## src/rtl/switch_pkg.sv

```systemverilog
// Shared constants for the switch conditioning stage.
// Holds debounce timing presets and the switch-to-taillight bit map.
package switch_pkg;

    // 10 ms at 50 MHz.
    localparam int SW_DEBOUNCE_10MS = 500000;

    // Short debounce window used by benches.
    localparam int SIM_DEBOUNCE = 4;

    localparam int N_SW_DEFAULT = 4;

    // Switch bit assignments seen by the taillight FSM.
    localparam int SW_LEFT   = 0;
    localparam int SW_RIGHT  = 1;
    localparam int SW_HAZARD = 2;
    localparam int SW_BRAKE  = 3;

    // Per-bit debounce classification for the current cycle.
    typedef enum logic [1:0] {
        DB_STABLE  = 2'd0,
        DB_PENDING = 2'd1,
        DB_COMMIT  = 2'd2
    } db_state_e;

    // Counter width for a given debounce window.
    function automatic int db_cnt_w(input int cycles);
        return $clog2(cycles + 1);
    endfunction

endpackage

```

## src/rtl/switch_conditioner_debounce_bit.sv

```systemverilog
// Single-bit conditioner: 2-flop synchroniser, debounce counter,
// clean level register and registered one-cycle rise/fall pulses.
// Ports: clk, rst_n, raw (async in), clean, rise, fall.
module debounce_bit
    import switch_pkg::*;
#(
    parameter int DEBOUNCE_CYCLES = SIM_DEBOUNCE,
    parameter int CNT_W           = db_cnt_w(DEBOUNCE_CYCLES)
) (
    input  logic clk,
    input  logic rst_n,
    input  logic raw,
    output logic clean,
    output logic rise,
    output logic fall
);

    localparam logic [CNT_W-1:0] CNT_MAX = CNT_W'(DEBOUNCE_CYCLES - 1);

    logic             sync1_q, sync1_d;
    logic             sync2_q, sync2_d;
    logic [CNT_W-1:0] cnt_q, cnt_d;
    logic             clean_q, clean_d;
    logic             rise_q, rise_d;
    logic             fall_q, fall_d;
    db_state_e        state;

    always_comb begin
        sync1_d = raw;
        sync2_d = sync1_q;
        cnt_d   = '0;
        clean_d = clean_q;
        rise_d  = 1'b0;
        fall_d  = 1'b0;
        state   = DB_STABLE;

        if (sync2_q != clean_q) begin
            state = (cnt_q == CNT_MAX) ? DB_COMMIT : DB_PENDING;
        end

        unique case (state)
            DB_STABLE: begin
                cnt_d = '0;
            end
            DB_PENDING: begin
                cnt_d = cnt_q + CNT_W'(1);
            end
            DB_COMMIT: begin
                // Counter never passes CNT_MAX, so it cannot wrap.
                cnt_d   = '0;
                clean_d = sync2_q;
                rise_d  = sync2_q;
                fall_d  = ~sync2_q;
            end
            default: begin
                cnt_d = '0;
            end
        endcase
    end

    always_ff @(posedge clk or negedge rst_n) begin
        if (!rst_n) begin
            sync1_q <= 1'b0;
            sync2_q <= 1'b0;
            cnt_q   <= '0;
            clean_q <= 1'b0;
            rise_q  <= 1'b0;
            fall_q  <= 1'b0;
        end else begin
            sync1_q <= sync1_d;
            sync2_q <= sync2_d;
            cnt_q   <= cnt_d;
            clean_q <= clean_d;
            rise_q  <= rise_d;
            fall_q  <= fall_d;
        end
    end

    assign clean = clean_q;
    assign rise  = rise_q;
    assign fall  = fall_q;

endmodule

```

## src/rtl/switch_conditioner.sv

```systemverilog
// Conditions raw slide switches for the taillight FSM: each bit is
// synchronised and debounced independently, with rise/fall pulses.
// Ports: clk, rst_n, sw_raw[N_SW] in; sw_clean, sw_rise, sw_fall out.
module switch_conditioner
    import switch_pkg::*;
#(
    parameter int N_SW            = N_SW_DEFAULT,
    parameter int DEBOUNCE_CYCLES = SW_DEBOUNCE_10MS,
    parameter int CNT_W           = db_cnt_w(DEBOUNCE_CYCLES)
) (
    input  logic            clk,
    input  logic            rst_n,
    input  logic [N_SW-1:0] sw_raw,
    output logic [N_SW-1:0] sw_clean,
    output logic [N_SW-1:0] sw_rise,
    output logic [N_SW-1:0] sw_fall
);

    for (genvar i = 0; i < N_SW; i++) begin : g_bit
        debounce_bit #(
            .DEBOUNCE_CYCLES (DEBOUNCE_CYCLES),
            .CNT_W           (CNT_W)
        ) u_db (
            .clk   (clk),
            .rst_n (rst_n),
            .raw   (sw_raw[i]),
            .clean (sw_clean[i]),
            .rise  (sw_rise[i]),
            .fall  (sw_fall[i])
        );
    end

endmodule

```

## config.mk

```make
export PLATFORM = sky130hd
export DESIGN_NAME = switch_conditioner
export DESIGN_NICKNAME = d
export VERILOG_FILES = /design/src/rtl/switch_pkg.sv /design/src/rtl/switch_conditioner_debounce_bit.sv /design/src/rtl/switch_conditioner.sv
export SDC_FILE = /design/constraint.sdc
export NUM_CORES = 1
export LEC_CHECK = 0
export ABC_AREA = 0
export CAP_MARGIN = 20
export CORE_UTILIZATION = 40
export CTS_BUF_LIST = sky130_fd_sc_hd__clkbuf_4 sky130_fd_sc_hd__clkbuf_8
export CTS_CLUSTER_SIZE = 20
export DETAILED_ROUTE_END_ITERATION = 10
export GPL_TIMING_DRIVEN = 0
export PLACE_DENSITY = 0.58
export SYNTH_ARGS = -nofsm -noshare
export SYNTH_HDL_FRONTEND = slang
export SYNTH_HIERARCHICAL = 1
export SYNTH_SLANG_ARGS = --single-unit
```

## constraint.sdc

```tcl
create_clock -name clk -period 2.89 [get_ports clk]
set_input_delay 0.578 -clock clk [delete_from_list [all_inputs] [get_ports clk]]
set_output_delay 0.578 -clock clk [all_outputs]
set_load 0.03 [all_outputs]
```

# Word-level counts from Yosys, hierarchy flattened
# Cells that the tools add are included.
totals:
  register_bits: 96
  in_bits: 6
  output_inout_bits: 12
op_classes:
  add_sub_neg: 4
  eq_ne: 16
  n_mux: 20
  n_bitwise: 4
op_table:
  columns: ["op", "count"]
  rows:
  - ["adder 19 x 1 -> 19 bit, second input constant", 4]
  - ["== test 19 bit, second input constant", 4]
  - ["two-way mux 19 bit", 4]
  - ["two-way mux 2 bit", 8]
  - ["== test 2 x 1 -> 1 bit, second input constant", 4]
  - ["== test 2 bit, second input constant", 4]
  - ["two-way mux 1 bit", 8]
  - ["!= test 1 bit", 4]
  - ["inverter 1 bit", 4]

# Logic depth before layout (Yosys ltp)
depth:
  word_depth: 5
  depth_mapped: 6
  depth_no_buf: 5

# Hierarchy
# Netlist, hierarchy kept.
modules_own_cells:
  columns: ["module", "n_inst", "cells_per_inst", "area_per_inst_um2", "seq_area_each_um2"]
  rows:
  - ["debounce_bit", 4, 107, 1232.4, 600.6]

# Worst setup path after synthesis
# Ideal clock, no wire load.
synth_timing:
  path_kind: "register to register"
  start: "reg g_bit[0].u_db.cnt_q[0]"
  end: "reg g_bit[0].u_db.clean_q"
  setup_time_ns: 0.125
  arrival_ns: 1.443
  setup_slack_ns: 1.322
  stages_incl_launch_ff: 6
  path_buffers: 0
  path_cell_list: "dfrtp_1 -> ha_1 -> and3_2 -> and3_1 -> nand3_2 -> mux2_4"
synth_via:
  elab_chain_cells: 4
synth_rtl:
  columns: ["element", "line_no", "source"]
  rows:
  - ["from (decl)", "switch_conditioner_debounce_bit.sv:22", "logic [CNT_W-1:0] cnt_q, cnt_d;"]
  - ["from (signal assigned)", "switch_conditioner_debounce_bit.sv:72", "cnt_q <= cnt_d;"]
  - ["== test 19 bit", "switch_conditioner_debounce_bit.sv:38", "state = (cnt_q == CNT_MAX) ? DB_COMMIT : DB_PENDING;"]
  - ["two-way mux 2 bit", "switch_conditioner_debounce_bit.sv:38", null]
  - ["two-way mux 2 bit", "switch_conditioner_debounce_bit.sv:37", "if (sync2_q != clean_q) begin"]
  - ["== test 2 bit", "switch_conditioner_debounce_bit.sv:41", "unique case (state)"]
  - ["to (signal assigned)", "switch_conditioner_debounce_bit.sv:73", "clean_q <= clean_d;"]
  - ["to (decl)", "switch_conditioner_debounce_bit.sv:23", "logic clean_q, clean_d;"]
# No other way between the ends.
# A chain may end at the register's enable or synchronous reset.

# Worst setup path after layout
layout_timing:
  start: "reg g_bit[0].u_db.clean_q"
  end: "out sw_clean[0]"
layout_rtl:
  columns: ["element", "line_no", "source"]
  rows:
  - ["to (decl)", "switch_conditioner.sv:14", "output logic [N_SW-1:0] sw_clean,"]
# No word-level cell between the ends.

==> out/qor.txt <==
Fin crit share -> 0.720
Stages on worst setup path -> 1
P_int -> 1.86 mW
Fill cells -> 1,117
FF-to-FF path depth -> 5
Synth area leader -> dfrtp_1
IO buf count -> 17
Count of cell types in the netlist -> 26
WP buf/inv -> 1
Mapped Cells -> 428
Grt total ovfl -> 0
H-tree Lvls -> 3
Final weighted congestion in routability-driven placement -> 0.750
Critical R2R Launch -> g_bit[1].u_db/cnt_q[0]$_DFF_PN0_
VDD IR max -> 202 uV
Via count -> 3,147
Initial antenna violation count -> 0
Hold buffers post-CTS -> 0
Reg power frac -> 0.583
Core Region -> 0.0120 sq mm
Global-route usage over all layers -> 0.153
Top Family by Delay on Critical Path -> buffers and inverters
Worst-margin pin slew -> 577 ps
RR Endpoint -> g_bit[1].u_db/rise$_DFF_PN0_
Maxcap violations -> 0
Gr busiest metal -> met2
Area share of the largest cell type after synthesis -> 0.487
EDFF count, synth -> 0
Worst Hold Slack -> 220 ps
Crit-path max FO -> 5
Largest cells by area after synthesis -> dfrtp_1, xnor2_1, nor2_1
Routed len/inst -> 14.1 um
Clock Tree Buf Depth -> 2
Grt met1 use -> 0.202
DP HPWL -> 6160 um
Power density cells -> 431 mW/mm^2
CP max stage cell -> clkdlybuf4s50_1
Seq/Total Area, Yosys -> 0.487
Initial Util -> 0.410
Die Y -> 113 um
Syn Nets -> 438
Ys Warns -> 6
Die area -> 0.0128 sq mm
FF+latch count, synth -> 96
Die Width -> 113 um
Data required time of the worst path -> 2310 ps
Row count -> 40
Static Leak -> 2.30 nW
Worst setup EP type -> output pin
Root buffer cell -> clkbuf_8
Startpoint class of the critical path -> flop
Critical Setup Path Class -> flop to output pin
Worst hold path class -> input pin to async pin
Postcts setup bufs -> 0
Post-CTS resize count -> 0
Crit path cell chain -> clkdlybuf4s50_1
Fin. Hold Viols -> 0
Top FF cell, synth -> dfrtp_1
Met3 Use GR -> 0.0337
Post-Route WL -> 8590 um
Worst slack, placed -> 1140 ps
Clk pin slew, worst setup/hold paths -> 90 ps
Grt met2 use -> 0.243
Clock share of power -> 0.380
Final clock skew -> 10.7 ps
Async S/R FF share, synth -> 1.00
CTS buffer count -> 9
Critical Path AT -> 1500 ps
Share of layout cells above drive strength 1 -> 0.195
Mapped cell area -> 0.00493 sq mm
ANT cells -> 0
First-pass GRT wire length -> 15,500 um
Slew Limit Fails -> 0
Setup violators final -> 0
Largest net degree at the start of global routing -> 54
Max stage delay on crit path -> 710 ps
Syn Area/Cell -> 11.5 sq um
Period minus WS final -> 2080 ps
CTS tree -> built
Layout area overhead -> 11.9%
Clk_lat worst skew -> 360 ps
Switch Pwr -> 521 uW
DRC -> 0
RSZ-0062 raised after global routing -> no
Final WS setup -> 810 ps
I/O pin count -> 18
R2R Setup Slk -> 1080 ps
Vias per std cell -> 5.17
Status -> complete, no violations
Clk sink count -> 96
Detailed Routing Iterations Pass 1 -> 4
Initial drt markers -> 124
Slew headroom -> 0.615
Total Nets Final -> 467
DRT antenna net count -> 0
Switching Share -> 0.219
Max Freq -> 481 MHz
Number of global-route vias before repair -> 3,190
Combinational Power Share -> 0.037
==> per-layer routing <==
metal / up-vias / share of wire / wire (um)
li1: 1561 / - / -
met1: 1560 / 0.49 / 4250
met2: 18 / 0.47 / 4060
met3: 8 / 0.022 / 186
met4: 0 / 0.011 / 96
met5: - / 0 / 0
==> synthesized netlist by cell type (8+ instances only) <==
master	number
nand3_2	8
nor3b_1	8
xor2_1	12
xnor2_1	52
nor2_1	76
nor4_4	8
nor3_1	20
nand2_1	12
nor4_2	12
and4bb_2	8
nand3_1	24
inv_1	16
nand4_1	8
dfrtp_1	96
nand4_4	12
and3_1	16
==> power by group through the flow <==
stage | Clock [mW] | Combinational (mW) | Sequential, mW
after floorplan | 0 | 0.0431 | 1.41
after global placement | 0 | 0.0885 | 1.41
after detailed placement | 0 | 0.0931 | 1.41
after CTS | 0.948 | 0.0932 | 1.39
after global routing | 0.993 | 0.103 | 1.39
final | 0.903 | 0.0887 | 1.39
==> registers in the layout, summed over array words and instances, names as in the netlist <==
register	flops
g_bit.u_db/sync2_q	4
g_bit.u_db/fall	4
g_bit.u_db/sync1_q	4
g_bit.u_db/clean	4
g_bit.u_db/cnt_q	76
g_bit.u_db/rise	4
==> layout by cell type (no fill, tap or decap), drive strengths merged <==
cell / synthesis / routed
dfrtp: 96 / 96
nor2: 80 / 80
xnor2: 52 / 52
nand3: 32 / 32
nor4: 24 / 24
nor3: 20 / 20
and3: 20 / 20
nand4: 20 / 20
inv: 16 / 16
clkdlybuf4s50: 0 / 16
clkbuf: 0 / 13
nand2: 12 / 12
xor2: 12 / 12
and4bb: 8 / 8
nor3b: 8 / 8
buf: 4 / 6
a31o: 4 / 4
o21ai: 4 / 4
a21oi: 4 / 4
o221ai: 4 / 4
mux2: 4 / 4
ha: 4 / 4
clkinv: 0 / 2
bufinv: 0 / 1
==> cells by family (layout without fill, tap and decap cells) <==
logic type	count (synthesis)	after routing	synth area share
AOI/OAI and AO/OA	16	16	0.0315
DFF	96	96	0.487
adders and majority gates	4	4	0.0102
buffers and inverters	20	54	0.0213
and+or+nand+nor	224	224	0.324
xor gates and xnor gates	64	64	0.114
muxes	4	4	0.0122
==> area by class of cell <==
cell class                 instances  area, sq um  area share
multi-input combinational        312         2420       0.439
tap                              147          184      0.0333
clock buffer                      13          166      0.0302
clock inverter                     3         40.0     0.00726
sequential                        96         2400       0.436
buffer                             4         45.0     0.00817
timing repair buffer              18          195      0.0354
inverter                          16         60.1      0.0109
==> stage by stage <==
| stage | setup TNS [ps] | std cells | total power, mW | util | instance area [sq um] |
|---|---|---|---|---|---|
| CTS | 0 | 609 | 2.43 | 0.459 | 5520 |
| global placement | -233710 | 592 | 1.50 | 0.440 | 5280 |
| floorplan | 0 | 428 | 1.45 | - | 4930 |
| global route | 0 | 609 | 2.49 | 0.459 | 5520 |
| detailed placement | 0 | 593 | 1.51 | 0.442 | 5310 |
| finish | 0 | 609 | 2.38 | 0.459 | 5520 |
==> worst max-delay path by stage <==
stage / from / to / slack, ps
2_1_floorplan: g_bit[0].u_db/cnt_q[0]$_DFF_PN0_ / g_bit[0].u_db/clean$_DFFE_PN0N_ / 1320
3_3_place_gp: rst_n / g_bit[2].u_db/cnt_q[6]$_DFF_PN0_ / -2440
3_5_place_dp: g_bit[1].u_db/cnt_q[0]$_DFF_PN0_ / g_bit[1].u_db/rise$_DFF_PN0_ / 1140
4_1_cts: g_bit[3].u_db/clean$_DFFE_PN0N_ / sw_clean[3] / 770
5_1_grt: g_bit[0].u_db/clean$_DFFE_PN0N_ / sw_clean[0] / 730
6_report: g_bit[0].u_db/clean$_DFFE_PN0N_ / sw_clean[0] / 810
Power figures use the tool's default switching activity.
